## config.mk

```make
export PLATFORM = sky130hd
export DESIGN_NAME = elelock_param_flat
export DESIGN_NICKNAME = d
export VERILOG_FILES = /design/src/rtl/elelock_param_pkg.sv /design/src/rtl/elelock_param_if.sv /design/src/rtl/elelock_param_seg7_decode.sv /design/src/rtl/elelock_param.sv /design/src/flat_wrapper.sv
export SDC_FILE = /design/constraint.sdc
export NUM_CORES = 1
export LEC_CHECK = 0
export CORE_MARGIN = 10
export CORE_UTILIZATION = 30
export CTS_BUF_LIST = sky130_fd_sc_hd__clkbuf_16
export CTS_CLUSTER_SIZE = 10
export DETAILED_ROUTE_END_ITERATION = 10
export PLACE_DENSITY = 0.61
export SYNTH_ARGS = -nofsm -noshare
export SYNTH_HDL_FRONTEND = slang
export SYNTH_HIERARCHICAL = 1
export SYNTH_SLANG_ARGS = --single-unit
```

## constraint.sdc

```tcl
create_clock -name CLK -period 3.7 [get_ports CLK]
set_input_delay 0.37 -clock CLK [delete_from_list [all_inputs] [get_ports CLK]]
set_output_delay 0.37 -clock CLK [all_outputs]
set_load 0.01 [all_outputs]
```

## src/rtl/elelock_param_pkg.sv

```systemverilog
// Shared types and constants for the electronic lock: FSM states, digit width
// and the seven-segment lookup ({g,f,e,d,c,b,a}, active-high).
package elelock_param_pkg;

   localparam int DIGIT_W = 4;

   typedef enum logic [1:0] {
      ST_OPEN    = 2'd0,
      ST_LOCKED  = 2'd1,
      ST_LOCKOUT = 2'd2
   } state_t;

   // Entry 9 first: packed index k gives the pattern for decimal k.
   localparam logic [9:0][6:0] SEG_TAB = {
      7'h6F, 7'h7F, 7'h07, 7'h7D, 7'h6D,
      7'h66, 7'h4F, 7'h5B, 7'h06, 7'h3F
   };

endpackage

```

## src/rtl/elelock_param_if.sv

```systemverilog
// Keypad inputs and display/status outputs of the lock, bundled as one port.
interface elelock_param_if #(parameter int DIGITS = 4);
   logic [9:0]          push;
   logic                mem;
   logic                cls;
   logic [7*DIGITS-1:0] led;
   logic [DIGITS-1:0]   dispen;
   logic                unlocked;
   logic                alarm;

   modport master (output push, mem, cls, input led, dispen, unlocked, alarm);
   modport slave  (input push, mem, cls, output led, dispen, unlocked, alarm);
endinterface

```

## src/rtl/elelock_param_seg7_decode.sv

```systemverilog
// One display digit: decimal value to segments, blanked when not enabled.
module seg7_decode
   import elelock_param_pkg::*;
(
   input  logic [DIGIT_W-1:0] digit,
   input  logic               en,
   output logic [6:0]         seg
);
   always_comb begin
      seg = 7'b0000000;
      if (en && digit <= DIGIT_W'(9)) seg = SEG_TAB[digit];
   end
endmodule

```

## src/rtl/elelock_param.sv

```systemverilog
// Code lock: synchronised keypad, DIGITS-long entry buffer, OPEN/LOCKED/LOCKOUT
// FSM with saturating fail and lockout counters, seven-segment display.
module elelock_param
   import elelock_param_pkg::*;
#(
   parameter int DIGITS      = 4,
   parameter int MAX_FAIL    = 3,
   parameter int LOCKOUT_CYC = 1000
) (
   input logic            CLK,
   input logic            RST,
   elelock_param_if.slave bus
);
   localparam int CW  = $clog2(DIGITS + 1);
   localparam int LKW = $clog2(LOCKOUT_CYC);
   localparam logic [LKW-1:0] LK_LAST = LKW'(LOCKOUT_CYC - 1);

   logic [11:0] raw, s1, s2, s3, ev;
   logic [9:0]  push_ev;
   logic        mem_ev, cls_ev, dig_ok;
   logic [DIGIT_W-1:0] dig;

   logic [DIGITS-1:0][DIGIT_W-1:0] ebuf_q, code_q;
   logic [CW-1:0]  cnt_q;
   logic [3:0]     fail_q;
   logic [LKW-1:0] lk_q;
   state_t         state_q, state_nx;
   logic           full, match;
   logic           clr_buf, shift, store, fail_inc, fail_clr, lk_run;
   logic [7*DIGITS-1:0] led_w;
   logic [DIGITS-1:0]   en_w;

   // Two-flop synchroniser plus one edge flop; the event is s2 & ~s3.
   assign raw = {bus.cls, bus.mem, bus.push};
   always_ff @(posedge CLK) begin
      if (RST) begin
         s1 <= '0;
         s2 <= '0;
         s3 <= '0;
      end else begin
         s1 <= raw;
         s2 <= s1;
         s3 <= s2;
      end
   end

   assign ev      = s2 & ~s3;
   assign push_ev = ev[9:0];
   assign mem_ev  = ev[10];
   assign cls_ev  = ev[11];
   assign dig_ok  = $onehot(push_ev);

   always_comb begin
      dig = '0;
      for (int k = 0; k < 10; k++)
         if (push_ev[k]) dig = DIGIT_W'(k);
   end

   assign full  = (cnt_q == CW'(DIGITS));
   assign match = (ebuf_q == code_q);

   // Priority inside OPEN/LOCKED: cls, then mem, then a lone digit.
   always_comb begin
      state_nx = state_q;
      clr_buf  = 1'b0;
      shift    = 1'b0;
      store    = 1'b0;
      fail_inc = 1'b0;
      fail_clr = 1'b0;
      lk_run   = 1'b0;
      case (state_q)
         ST_OPEN: begin
            if (cls_ev) clr_buf = 1'b1;
            else if (mem_ev) begin
               if (full) begin
                  store    = 1'b1;
                  clr_buf  = 1'b1;
                  state_nx = ST_LOCKED;
               end
            end else if (dig_ok && !full) shift = 1'b1;
         end
         ST_LOCKED: begin
            if (cls_ev) clr_buf = 1'b1;
            else if (mem_ev) begin
               if (full) begin
                  clr_buf = 1'b1;
                  if (match) begin
                     fail_clr = 1'b1;
                     state_nx = ST_OPEN;
                  end else begin
                     fail_inc = 1'b1;
                     if (5'(fail_q) + 5'd1 == 5'(MAX_FAIL)) state_nx = ST_LOCKOUT;
                  end
               end
            end else if (dig_ok && !full) shift = 1'b1;
         end
         ST_LOCKOUT: begin
            lk_run = 1'b1;
            if (lk_q == LK_LAST) begin
               state_nx = ST_LOCKED;
               fail_clr = 1'b1;
               clr_buf  = 1'b1;
            end
         end
         default: state_nx = ST_OPEN;
      endcase
   end

   always_ff @(posedge CLK) begin
      if (RST) begin
         state_q <= ST_OPEN;
         ebuf_q  <= '0;
         code_q  <= '0;
         cnt_q   <= '0;
         fail_q  <= '0;
         lk_q    <= '0;
      end else begin
         state_q <= state_nx;
         if (clr_buf) begin
            ebuf_q <= '0;
            cnt_q  <= '0;
         end else if (shift) begin
            for (int i = DIGITS - 1; i > 0; i--) ebuf_q[i] <= ebuf_q[i-1];
            ebuf_q[0] <= dig;
            cnt_q     <= cnt_q + CW'(1);
         end
         if (store) code_q <= ebuf_q;
         if (fail_clr) fail_q <= '0;
         else if (fail_inc && fail_q != 4'hF) fail_q <= fail_q + 4'd1;
         // Counter stops at LK_LAST, where the FSM leaves lockout.
         if (lk_run && lk_q != LK_LAST) lk_q <= lk_q + LKW'(1);
         else lk_q <= '0;
      end
   end

   for (genvar i = 0; i < DIGITS; i++) begin : g_dig
      assign en_w[i] = (cnt_q > CW'(i));
      seg7_decode u_seg (
         .digit (ebuf_q[i]),
         .en    (en_w[i]),
         .seg   (led_w[7*i +: 7])
      );
   end

   assign bus.led      = led_w;
   assign bus.dispen   = en_w;
   assign bus.unlocked = (state_q == ST_OPEN);
   assign bus.alarm    = (state_q == ST_LOCKOUT);
endmodule
```

## src/flat_wrapper.sv

```systemverilog
// flat-port wrapper written by rule: the top's interface ports become plain ports
module elelock_param_flat import elelock_param_pkg::*;
#(
   parameter int DIGITS      = 4,
   parameter int MAX_FAIL    = 3,
   parameter int LOCKOUT_CYC = 1000
)
  (CLK, RST, bus_push, bus_mem, bus_cls, bus_led, bus_dispen, bus_unlocked, bus_alarm);
  elelock_param_if #(.DIGITS(DIGITS)) bus_i ();
  input logic CLK;
  input logic RST;
  input wire logic [$bits(bus_i.push)-1:0] bus_push;
  input wire logic [$bits(bus_i.mem)-1:0] bus_mem;
  input wire logic [$bits(bus_i.cls)-1:0] bus_cls;
  output wire logic [$bits(bus_i.led)-1:0] bus_led;
  output wire logic [$bits(bus_i.dispen)-1:0] bus_dispen;
  output wire logic [$bits(bus_i.unlocked)-1:0] bus_unlocked;
  output wire logic [$bits(bus_i.alarm)-1:0] bus_alarm;
  assign bus_i.push = bus_push;
  assign bus_i.mem = bus_mem;
  assign bus_i.cls = bus_cls;
  assign bus_led = bus_i.led;
  assign bus_dispen = bus_i.dispen;
  assign bus_unlocked = bus_i.unlocked;
  assign bus_alarm = bus_i.alarm;
  elelock_param #(.DIGITS(DIGITS), .MAX_FAIL(MAX_FAIL), .LOCKOUT_CYC(LOCKOUT_CYC)) u_core (.CLK(CLK), .RST(RST), .bus(bus_i));
endmodule
```

==> results of run 1 <==
==> worst max-delay path by stage <==
stage	end	slack, ns	from	cells after the start
floorplan	u_core/ebuf_q[12]	0.02	u_core/s2[7]	14
global placement	u_core/ebuf_q[7]	-0.03	u_core/s2[7]	14
detailed placement	u_core/ebuf_q[3]	-0.16	u_core/s2[7]	15
CTS	u_core/ebuf_q[3]	-0.11	u_core/s2[7]	15
global route	u_core/ebuf_q[7]	-0.29	u_core/s2[7]	15
finish	u_core/ebuf_q[11]	-0.14	u_core/s2[7]	15
==> repair_timing <==
action	4_1_cts	5_1_grt
endpoints found under the setup margin	19	19
hold endpoints to repair	0	0
gates cloned	0	2
pin swaps	0	4
buffers inserted	0	3
gates resized for setup	6	20
==> synth_stat cells, types with 2 or more instances <==
library cell | n | area (sq um)
nor2_1 | 39 | 146
clkbuf_1 | 7 | 26.3
nand2_1 | 20 | 75.1
xnor2_1 | 5 | 43.8
nand4_1 | 4 | 25.0
o21ai_2 | 2 | 17.5
inv_2 | 4 | 15.0
mux2i_1 | 32 | 320
a31oi_1 | 12 | 75.1
nor4_1 | 4 | 25.0
inv_1 | 27 | 101
nand3_1 | 6 | 30.0
fa_1 | 6 | 120
a21oi_1 | 24 | 120
dfxtp_1 | 87 | 1740
a211oi_1 | 5 | 37.5
and4_1 | 2 | 17.5
a31o_1 | 2 | 17.5
nand2b_1 | 14 | 87.6
o211ai_1 | 2 | 15.0
buf_2 | 3 | 15.0
and3_1 | 5 | 31.3
nor2_2 | 17 | 106
nor3_1 | 8 | 40.0
ha_1 | 38 | 475
o21ai_0 | 9 | 45.0
nor2b_1 | 48 | 300
xor2_1 | 20 | 175
o311ai_4 | 4 | 105
or2_1 | 3 | 18.8
buf_6 | 4 | 45.0
==> registers in the layout, indices dropped and copies added (netlist names) <==
| signal | flops |
|---|---|
| u_core/s3 | 12 |
| u_core/lk_q | 10 |
| u_core/code_q | 16 |
| u_core/state_q | 2 |
| u_core/s1 | 12 |
| u_core/fail_q | 4 |
| u_core/cnt_q | 3 |
| u_core/s2 | 12 |
| u_core/ebuf_q | 16 |
==> cell type report <==
| class | instances | area, sq um |
|---|---|---|
| clock buffer | 9 | 225 |
| clock inverter | 7 | 72.6 |
| fill | 1520 | 9350 |
| inverter | 31 | 116 |
| multi-input combinational | 351 | 2850 |
| sequential | 87 | 1740 |
| tap | 188 | 235 |
| timing repair buffer | 59 | 607 |
==> stage by stage <==
stage / hold WS (ns) / instance area (sq um) / instances / total power [mW] / util, %
after global placement: 0.420 / 5370 / 711 / 2.15 / 35.3
final: 0.434 / 5850 / 732 / 3.16 / 38.5
after global routing: 0.457 / 5850 / 732 / 3.35 / 38.5
after CTS: 0.437 / 5680 / 727 / 3.07 / 37.3
after floorplan: 0.414 / 4690 / 484 / 1.70 / -
after detailed placement: 0.421 / 5370 / 711 / 2.17 / 35.3
==> per-layer routing <==
metal	share of wire (%)	global-route usage (%)	vias up	wire length, um
met4	0.81	2.71	0	76
li1	-	-	1747	-
met5	0	0	-	0
met2	49	15.5	45	4590
met3	3.8	2.05	6	355
met1	46	11.1	1589	4340
==> cell families (layout without fill, tap and decap cells) <==
family,count (synthesis),after routing
simple gates,179,179
compound gates,71,71
buf+inv,46,106
flops,87,87
xor+xnor,25,25
mux,32,32
fa+ha+maj,44,44
==> worst max-delay path: stages (launching register included) <==
cell,delay (ns)
dfxtp_2,0.32
nor2b_4,0.14
inv_2,0.05
fa_1,0.47
fa_1,0.54
fa_1,0.42
inv_2,0.08
ha_4,0.12
inv_2,0.04
fa_2,0.53
nand3_2,0.09
nor4_4,0.28
buf_6,0.17
clkbuf_16,0.17
mux2i_2,0.22
nor2_2,0.04
==> power groups by stage <==
| stage | sequential, mW | combinational, mW | clock [mW] |
|---|---|---|---|
| finish | 1.04 | 1.23 | 0.893 |
| global route | 1.05 | 1.33 | 0.963 |
| CTS | 1.04 | 1.11 | 0.920 |
| detailed placement | 1.06 | 1.11 | 0 |
| global placement | 1.06 | 1.09 | 0 |
| floorplan | 1.04 | 0.660 | 0 |
==> flow_summary.toml, run 1 <==
[outcome]
violations = "setup timing"
status = "finished, violations left"

[min_path]
hold_start = "u_core/s1[0]"
hold_depth = 1
min_to = "u_core/s2[0]"
holdCritPathClass = "register to register"

[synth]
avgSynthCellArea_sq_um = 9.63
syn_nets = 542
synth_compound_area_share_pct = 12.2
ys.flop_type = "dfxtp_1"
syn_area_sq_mm = 0.00466
ys_types = 52
yosys.area_share.simple_pct = 21.6
yosys.area_share.adder_pct = 12.8
synth-xor-area-share_pct = 4.70
ys_ff_latch = 87
synth_top_family_by_area = "simple AND/OR/NAND/NOR gates"
synth-async-reset-ratio_pct = 0
synth-edff-count = 0
synth.area.mux_share_pct = 6.87
synth_cells = 484
yosysWarnings = 6
yosysSeqAreaShare_pct = 37.3

[sta]
relSlewSlack_pct = 32.7
rsz0062_at_grt = "yes"
post-route-period-util_pct = 104
max_slew.worst_pin.slew_ns = 1.01
skew_ns = 0.00765
hold_viol = 0
fin_crit_ns = 3.84
finalSetupViolations = 19
drv_slew = 0
finalSetupTns_ns = -2.19
setup_slack_ns = -0.142
fmax_mhz = 260

[worst_setup_path]
rrSetupSlack_ns = -0.14
setup.worst_path.class = "register to register"
r2r-start = "u_core/s2[7]"
reg2reg_depth = 15
worst_setup_path_end_kind = "register"
worstSetupStartpointType = "register"
crit_required_ns = 3.88
r2r-end = "u_core/ebuf_q[11]"
worstPathArrival_ns = 4.03
worstPathMaxFanout = 11

[grt]
grt_max_degree = 58
track_usage_pct = 9.07
overflow = 0
grt_pass1_wl_um = 15900
antenna_found_initial = 0
grt_pass1_vias = 3401

[finish]
syn_to_final_growth_pct = 25.5
layout.cells.most_common_list = "dfxtp_1 (85), clkdlybuf4s50_1 (46), nor2b_1 (46), nor2_1 (38), ha_1 (37)"
drive_gt1_share_pct = 16.4
nNetsFinal = 597
antenna_cells = 0
final_common_cell = "dfxtp_1"

[pwr]
power_frac_comb_pct = 38.7
p_sw_mw = 1.02
power_frac_seq_pct = 33.0
peakVddDrop_uv = 259
switching_share_pct = 32.3
clock_power_share_pct = 28.2
p_int_mw = 2.14
leakage_nw = 2.35
power_density_mw_per_mm2 = 540

[place]
portBuffers = 47
dp_hpwl_um = 6750
place.gp.congestion = 0.805
pre_cts_ws_ns = -0.158

[drt]
routed_wl_um = 9360
routedWlPerCell_um = 12.8
first_pass_iters = 4
drc_errors = 0
via_per_inst = 4.63
first_iter_violations = 124
final_antenna_net_count = 0
dr_total_vias = 3387

[floorplanning]
dieWidth_um = 145
initial_core_util_pct = 30.7
io_pins = 48
die_area_sq_mm = 0.0209
core_area_sq_mm = 0.0152
die_y_um = 145
std_cell_rows = 45

[clocking]
htreeDepth = 3
cts.sinks = 87
clk_pin_slew_ns = 0.06
cts_hold_buf = 0
clock_latency_ns = 0.33
root_buffer = "clkbuf_16"
cts_tree = "yes"
cts_buffers = 9
clock_path_buffers = 2

[job]
cap_violations = 0
(Power assumes the default switching activity.)
==> inputs of run 2 (changes only) <==
--- a/config.mk
+++ b/config.mk
@@ -10,7 +10,7 @@
 export CTS_BUF_LIST = sky130_fd_sc_hd__clkbuf_16
 export CTS_CLUSTER_SIZE = 10
 export DETAILED_ROUTE_END_ITERATION = 10
-export PLACE_DENSITY = 0.61
+export PLACE_DENSITY = 0.6
 export SYNTH_ARGS = -nofsm -noshare
 export SYNTH_HDL_FRONTEND = slang
 export SYNTH_HIERARCHICAL = 1
==> constraint.sdc (replaced) <==
create_clock -name CLK -period 3.8 [get_ports CLK]
set_input_delay 0.38 -clock CLK [delete_from_list [all_inputs] [get_ports CLK]]
set_output_delay 0.38 -clock CLK [all_outputs]
set_load 0.01 [all_outputs]
==> flow_summary.toml, run 2 (synthesis gave the netlist of run 1 again) <==
[worst_setup_path]
worstPathArrival_ns = 4.03
crit_family = "adder cells"
slowest_stage = "fa_1"
path_cells = "nor2b_4 -> inv_2 -> fa_1 -> fa_1 -> fa_1 -> inv_1 -> ha_2 -> inv_2 -> fa_2 -> nand3_2 -> nor4_4 -> buf_6 -> buf_12 -> mux2i_2 -> nor2_2"
max_stage_delay_ns = 0.57
worst_setup_path_startpoint = "u_core/s2[3]"
worstSetupStartpointType = "register"
worst_setup_path_end_kind = "register"
cpMostUsedCell = "fa_1"
crit_required_ns = 3.98
worstPathMaxFanout = 6
r2r-start = "u_core/s2[3]"
setup.worst_path.class = "register to register"
cp.buffers_inverters = 5

[pwr]
switching_share_pct = 31.8
leakage_nw = 2.33
p_total_mw = 3.02
power_frac_seq_pct = 33.7
clock_power_share_pct = 28.1
peakVddDrop_uv = 280
p_int_mw = 2.06
power_frac_comb_pct = 38.3
p_sw_mw = 0.962
power_density_mw_per_mm2 = 524

[clocking]
cts_tree = "yes"
cts.sinks = 87
htreeDepth = 3
cts_buffers = 9
clock_latency_ns = 0.33
clock_path_buffers = 2
clk_pin_slew_ns = 0.06
root_buffer = "clkbuf_16"

[sta]
max_slew.worst_pin.slew_ns = 1.04
fin_hold_ws_ns = 0.435
drv_slew = 0
hold_viol = 0
post-route-period-util_pct = 101
fin_crit_ns = 3.85
skew_ns = 0.00751
setup_slack_ns = -0.0508
fmax_mhz = 260
relSlewSlack_pct = 30.6
finalSetupViolations = 10
rsz0062_at_grt = "yes"

[place]
dp_hpwl_um = 6700
placed_area_sq_mm = 0.00534
dp.cells = 711
portBuffers = 47
place.gp.congestion = 0.789

[finish]
nNetsFinal = 596
syn_to_final_growth_pct = 23.8
final_util_pct = 38.0
drive_gt1_share_pct = 14.5
final_common_cell = "dfxtp_1"
antenna_cells = 0
final_cells = 731
fin_area_sq_mm = 0.00577
largestRegisters = "u_core/code_q x16, u_core/ebuf_q x16"
layout.cells.most_common_list = "dfxtp_1 (85), clkdlybuf4s50_1 (46), nor2b_1 (46), nor2_1 (39), ha_1 (37)"

[drt]
via_per_inst = 4.61
first_pass_iters = 4
drc_errors = 0
final_antenna_net_count = 0
first_iter_violations = 109
routedWlPerCell_um = 12.6
routed_wl_um = 9210
dr_total_vias = 3371

[floorplanning]
die_area_sq_mm = 0.0209
io_pins = 48
core_area_sq_mm = 0.0152
initial_core_util_pct = 30.7
dieWidth_um = 145
die_y_um = 145
std_cell_rows = 45

[grt]
grt_pass1_vias = 3380
overflow = 0
grt_max_degree = 58
track_usage_pct = 9.17
antenna_found_initial = 0
grt_pass1_wl_um = 15800

[job]
cap_violations = 0

[outcome]
violations = "setup timing"
status = "finished, violations left"

[min_path]
hold_start = "u_core/s1[8]"
holdCritPathClass = "register to register"
[run 2: changes by cell type in the layout (fill, tap and decap cells not counted), moves of 2 or more]
cell and change:
mux2i_1 +5, mux2i_2 -3, clkbuf_16 -2, clkinv_1 +2, inv_6 -2, mux2i_4 -2
[run 2: timing repair]
item	4_1_cts	5_1_grt
hold buffers	0	0
endpoints found under the setup margin	19	19
setup buffers	3	0
gates resized for setup	11	11
cloned	3	0
pin swaps	13	2
[run 2: worst paths after layout]
| path | to | slack [ns] | cells past startpoint |
|---|---|---|---|
| worst max register to register | u_core/ebuf_q[7] | -0.05 | 15 |
| worst min-delay path | u_core/s2[8] | 0.44 | 1 |
| worst min register to register | u_core/s2[8] | 0.44 | 1 |
| worst max-delay path | u_core/ebuf_q[7] | -0.05 | 15 |
[run 2: cell type report]
type                    instances  area [sq um]
well taps                     188           235
fillers                      1500          9430
clock buffers                   9           225
clock inverters                 7          65.1
inverters                      31           116
repair buffers                 58           584
flip-flops and latches         87          1740
multi-input cells             351          2800
[run 2: metal layers]
metal  wire [um]  GRT usage [%]  part of all wire (%)
met1        4220           10.8                    46
met2        4340           15.5                    47
met3         479           2.77                   5.2
met4         163           3.14                   1.8
met5           0              0                     0
[run 2: per-stage QoR]
step | setup TNS (ns) | setup slack (ns)
after floorplan | 0 | 0.00174
after detailed placement | -1.98 | -0.141
after global routing | -3.78 | -0.241
final | -0.350 | -0.0508
after global placement | -0.331 | -0.0238
after CTS | -0.403 | -0.0438
[run 2: power by group through the flow]
stage	sequential [mW]	combinational (mW)	clock [mW]
3_5_place_dp	1.03	1.07	0
4_1_cts	1.01	1.18	0.876
5_1_grt	1.02	1.26	0.913
6_report	1.02	1.16	0.848
2_1_floorplan	1.01	0.635	0
3_3_place_gp	1.03	1.06	0
==> RTL change 1 (config.mk and constraints of run 1) <==
The package constant `DIGIT_W` goes from 4 to 5.
--- a/src/rtl/elelock_param_pkg.sv
+++ b/src/rtl/elelock_param_pkg.sv
@@ -2,7 +2,7 @@
 // and the seven-segment lookup ({g,f,e,d,c,b,a}, active-high).
 package elelock_param_pkg;
 
-   localparam int DIGIT_W = 4;
+   localparam int DIGIT_W = 5;
 
    typedef enum logic [1:0] {
       ST_OPEN    = 2'd0,
Function: same outputs for any inputs over 4 cycles, from zero or initial values and one cycle with RST high; that may be too few to reach the edited logic, so the function may still have changed.
==> RTL change 1 against run 1 <==
The flow still finishes with violations (setup timing); setup slack lost 0.019 ns; cell area is 3.4% lower; sequential cell count unchanged; combinational power fell by 30%; core utilization rose by 0.24 points; sequential share of layout area is 1.0 points higher; die area fell by 3.2%; fmax shrank 0.49%; power shrank 10%; wire length increased by 0.27%; area after synthesis shrank 3.7%; critical path type unchanged.
==> RTL change 1: results (changes against run 1) <==
Failing checks: setup timing
First-pass GRT wire length: 15,600 um (-1.6%)
Vias in the first global route: 3,379 (-0.65%)
Gp weighted congestion: 0.814 (+1.2%)
Critical Path Max Stage Delay: 0.54 ns (about the same)
Largest net degree at the start of global routing: 37 (-36%)
Worst path arrival time: 4.05 ns (+0.02 ns)
Worst Max-Slew Pin Slew: 0.921 ns (-0.0885 ns)
P_sw: 0.826 mW (-19%)
Worst Skew: 0.00888 ns (+0.00123 ns)
Layout Nets: 600 (+0.50%)
CP max stage cell: fa_1
Seq/Total Area, Yosys: 38.8% (+1.4 points)
Dpl cells: 713 (+0.28%)
DRT iter0 DRCs: 183 (+48%)
# H-tree levels: 3 (unchanged)
Regs by FF count: u_core/code_q x16, u_core/ebuf_q x16
Clk pin slew, worst setup/hold paths: 0.06 ns (about the same)
Post-synthesis async set-or-reset flop share: 0% (unchanged)
Top cells by count, synth: dfxtp_1, nor2_1, nor2b_1
Root Driver: clkbuf_16
Total length of routed wires: 9390 um (+0.27%)
Worst hold path class: reg -> reg
Worst Path Max Fanout: 8 (-3)
TritonCTS buffer count: 9 (unchanged)
Worst-skew pair later-pin latency: 0.33 ns (about the same)
Setup ws final: -0.161 ns (-0.0189 ns)
Peak VDD IR: 0.224 mV (-13%)
# port buffers: 47 (unchanged)
Post-DP HPWL: 6730 um (-0.26%)
Fin cells: 735 (+0.41%)
Pre-CTS setup slack: -0.108 ns (+0.0497 ns)
Crit path max-delay family: adder cells
Worst-case clock buffer depth: 2 (unchanged)
Vias per std cell: 4.63 (+0.12%)
Endpoints failing setup: 17 (-2)
Placed Instance Area: 5220 um2 (-2.8%)
GRT Total Usage: 9.19% (+0.12 points)
Antenna Diode Count: 0 (unchanged)
Top post-synthesis cells by area: dfxtp_1, ha_1, mux2i_1
Leakage power: 2.29 nW (-2.5%)
DR pass1 iterations: 6 (+2)
Run status: finished, violations left
Layout cells sized above 1: 10.3% (-6.0 points)
Initial antenna violation count: 0 (unchanged)
Ys Warns: 6 (unchanged)
Cells after Synth: 488 (+0.83%)
Post-synthesis cell type count: 42 (-19%)
[RTL change 1: final timing paths]
kind                              startpoint  slack, ns  cells after the start                 to
worst max register to register  u_core/s2[3]      -0.16                     16  u_core/ebuf_q[11]
worst max-delay path            u_core/s2[3]      -0.16                     16  u_core/ebuf_q[11]
worst min register to register  u_core/s1[3]       0.44                      1       u_core/s2[3]
worst min-delay path            u_core/s1[3]       0.44                      1       u_core/s2[3]
[RTL change 1: worst reg2reg max path, cell delays in order, from the launching register on]
cell	delay [ns]
dfxtp_2	0.32
nor2b_4	0.14
inv_2	0.04
fa_1	0.45
fa_1	0.54
fa_1	0.41
inv_1	0.07
ha_2	0.17
inv_2	0.04
fa_2	0.37
a2111oi_4	0.24
a21oi_2	0.08
nor4_4	0.27
buf_4	0.17
buf_12	0.13
mux2i_4	0.22
nor2_1	0.06
[RTL change 1: logic make-up (layout without fill, tap and decap cells)]
family	after synthesis	in the layout	share of synthesized area, %
flops	87	87	38.8
mux	32	32	7.13
compound gates	84	84	13.3
buf+inv	46	106	4.12
other cells	1	4	0.0835
xor+xnor	25	25	4.88
simple gates	173	173	19.5
fa+ha+maj	40	40	12.1
[RTL change 1: what timing repair did]
item	4_1_cts	5_1_grt
hold endpoints to repair	0	0
setup endpoints to repair	19	19
pin swaps	7	10
gates resized for setup	6	7
buffers inserted	3	3
cloned	1	0
[RTL change 1: through the flow]
stage                     setup TNS (ns)  util [%]  hold slack, ns
after floorplan                        0         -           0.414
after global placement            -0.205      35.8           0.418
after detailed placement           -1.57      35.8           0.424
after CTS                          -1.17      38.4           0.438
after global routing               -6.06      38.7           0.450
final                              -2.01      38.7           0.437
[RTL change 1: per-layer routing]
layer	track usage, %	part of all wire (%)	vias to the layer above
met5	0	0	-
met4	2.82	0.54	0
met3	2.37	3.8	4
met2	15.7	49	56
met1	11.0	47	1586
li1	-	-	1759
[RTL change 1: layout make-up]
class	count	area, um2
flip-flops and latches	87	1740
clock inverters	7	88.8
multi-input cells	358	2660
inverters	31	116
well taps	184	230
repair buffers	59	586
fillers	1435	8940
clock buffers	9	225
[RTL change 1: power by group through the flow]
stage | logic (mW) | clock network (mW) | registers [mW]
global placement | 0.780 | 0 | 1.06
finish | 0.861 | 0.937 | 1.04
floorplan | 0.469 | 0 | 1.04
global route | 0.942 | 1.00 | 1.05
detailed placement | 0.794 | 0 | 1.06
CTS | 0.856 | 0.967 | 1.04
==> RTL change 2 (settings of run 1) <==
Made on the original files. The 3 states of `state_t` get a one-hot encoding in 3 bits.
--- a/src/rtl/elelock_param_pkg.sv
+++ b/src/rtl/elelock_param_pkg.sv
@@ -4,10 +4,10 @@
 
    localparam int DIGIT_W = 4;
 
-   typedef enum logic [1:0] {
-      ST_OPEN    = 2'd0,
-      ST_LOCKED  = 2'd1,
-      ST_LOCKOUT = 2'd2
+   typedef enum logic [2:0] {
+      ST_OPEN    = 3'b001,
+      ST_LOCKED  = 3'b010,
+      ST_LOCKOUT = 3'b100
    } state_t;
 
    // Entry 9 first: packed index k gives the pattern for decimal k.
Formal check against the unedited RTL: same outputs for any inputs over 4 cycles, from zero or initial values and one cycle with RST high; so few cycles prove little.
==> RTL change 2 against run 1 <==
The run still ends with setup timing left; sequential cell count rose by 1; via count rose by 1.2%; setup slack improved by 0.072 ns; cell area fell by 2.8%; power fell by 3.6%; area after synthesis fell by 2.4%; wire length fell by 1.1%; core utilization rose by 0.18 points; critical endpoint is now u_core/ebuf_q[15].
==> RTL change 2: results (changes against run 1) <==
GRT Total Usage: 9.06% (-0.018 points)
Seq/Total Area, Yosys: 38.7% (+1.4 points)
Endpoints failing setup: 15 (-4)
Mapped Nets: 538 (-0.74%)
WL/cell: 12.6 um (-1.2%)
Vias in the first global route: 3,348 (-1.6%)
Gp weighted congestion: 0.854 (+6.0%)
DRT iter0 DRCs: 170 (+37%)
Worst path arrival time: 3.97 ns (-0.06 ns)
Failing checks: setup timing
Setup ws final: -0.0702 ns (+0.0718 ns)
Fin cells: 733 (+0.14%)
Slew headroom: 29.3% (-3.4 points)
Via Count: 3,426 (+1.2%)
Post-synthesis cell type count: 49 (-5.8%)
Run status: finished, violations left
Syn avg cell area: 9.40 um2 (-2.4%)
Leakage power: 2.22 nW (-5.7%)
Post-DP HPWL: 6640 um (-1.6%)
Top post-synthesis cells by area: dfxtp_1, ha_1, nor2b_1
Fillers: 1,417 (-6.8%)
Sw Share: 29.8% (-2.4 points)
Worst hold path class: in -> reg
Peak VDD IR: 0.247 mV (-4.5%)
First-pass GRT wire length: 15,600 um (-2.0%)
-- RTL change 2: tightest hold or removal path, cell delays in order --
cell,delay [ns]
buf_2,0.11
a41oi_2,0.06
nand3_1,0.07
nand3_1,0.06
-- RTL change 2: power groups by stage --
stage / Clock [mW] / Combinational, mW / Sequential (mW)
after floorplan: 0 / 0.543 / 1.04
after global placement: 0 / 0.957 / 1.06
after detailed placement: 0 / 0.973 / 1.06
after CTS: 1.00 / 1.02 / 1.04
after global routing: 1.04 / 1.12 / 1.05
final: 0.975 / 1.03 / 1.04
-- RTL change 2: final timing paths --
path / to / slack, ns / cells past startpoint / startpoint
max: u_core/ebuf_q[15] / -0.07 / 15 / u_core/s2[7]
min: u_core/fail_q[1] / 0.39 / 4 / RST
max reg2reg: u_core/ebuf_q[15] / -0.07 / 15 / u_core/s2[7]
min reg2reg: u_core/s2[1] / 0.44 / 1 / u_core/s1[1]
-- RTL change 2: metrics by stage --
step                      instance area [um2]  worst slack, ns  hold WS, ns  setup TNS, ns
after global routing                     5680           -0.199        0.416          -3.10
after global placement                   5250          -0.0416        0.419         -0.575
after detailed placement                 5250           -0.156        0.422          -2.46
after floorplan                          4550           0.0328        0.413              0
after CTS                                5650         -0.00965        0.387        -0.0429
final                                    5680          -0.0702        0.395         -0.346
-- RTL change 2: area by class of cell --
class	count	share of cell area, %
multi-input cells	355	46.6
well taps	184	4.05
clock buffers	9	3.96
clock inverters	7	1.78
repair buffers	61	10.6
inverters	29	1.92
flip-flops and latches	88	31.0
-- RTL change 2: logic make-up (layout without fill, tap and decap cells) --
family                     after synthesis  after routing  synth area share, %
AOI/OAI and AO/OA                       69             69                 11.5
and+or+nand+nor                        189            189                 22.0
DFF                                     88             88                 38.7
muxes                                   31             31                 6.82
buffers and inverters                   41            106                 3.99
adders and majority gates               40             40                 12.0
xor gates and xnor gates                26             26                 5.00
-- RTL change 2: per-layer routing --
metal / global-route usage (%) / routed length, um
met1: 11.1 / 4440
met2: 14.9 / 4330
met3: 2.69 / 408
met4: 2.93 / 76
met5: 0 / 0
-- RTL change 2: timing repair --
item,CTS,global route
cloned,1,0
resized for setup,10,5
buffers inserted,1,4
setup endpoints to repair,19,19
pin swaps,7,2
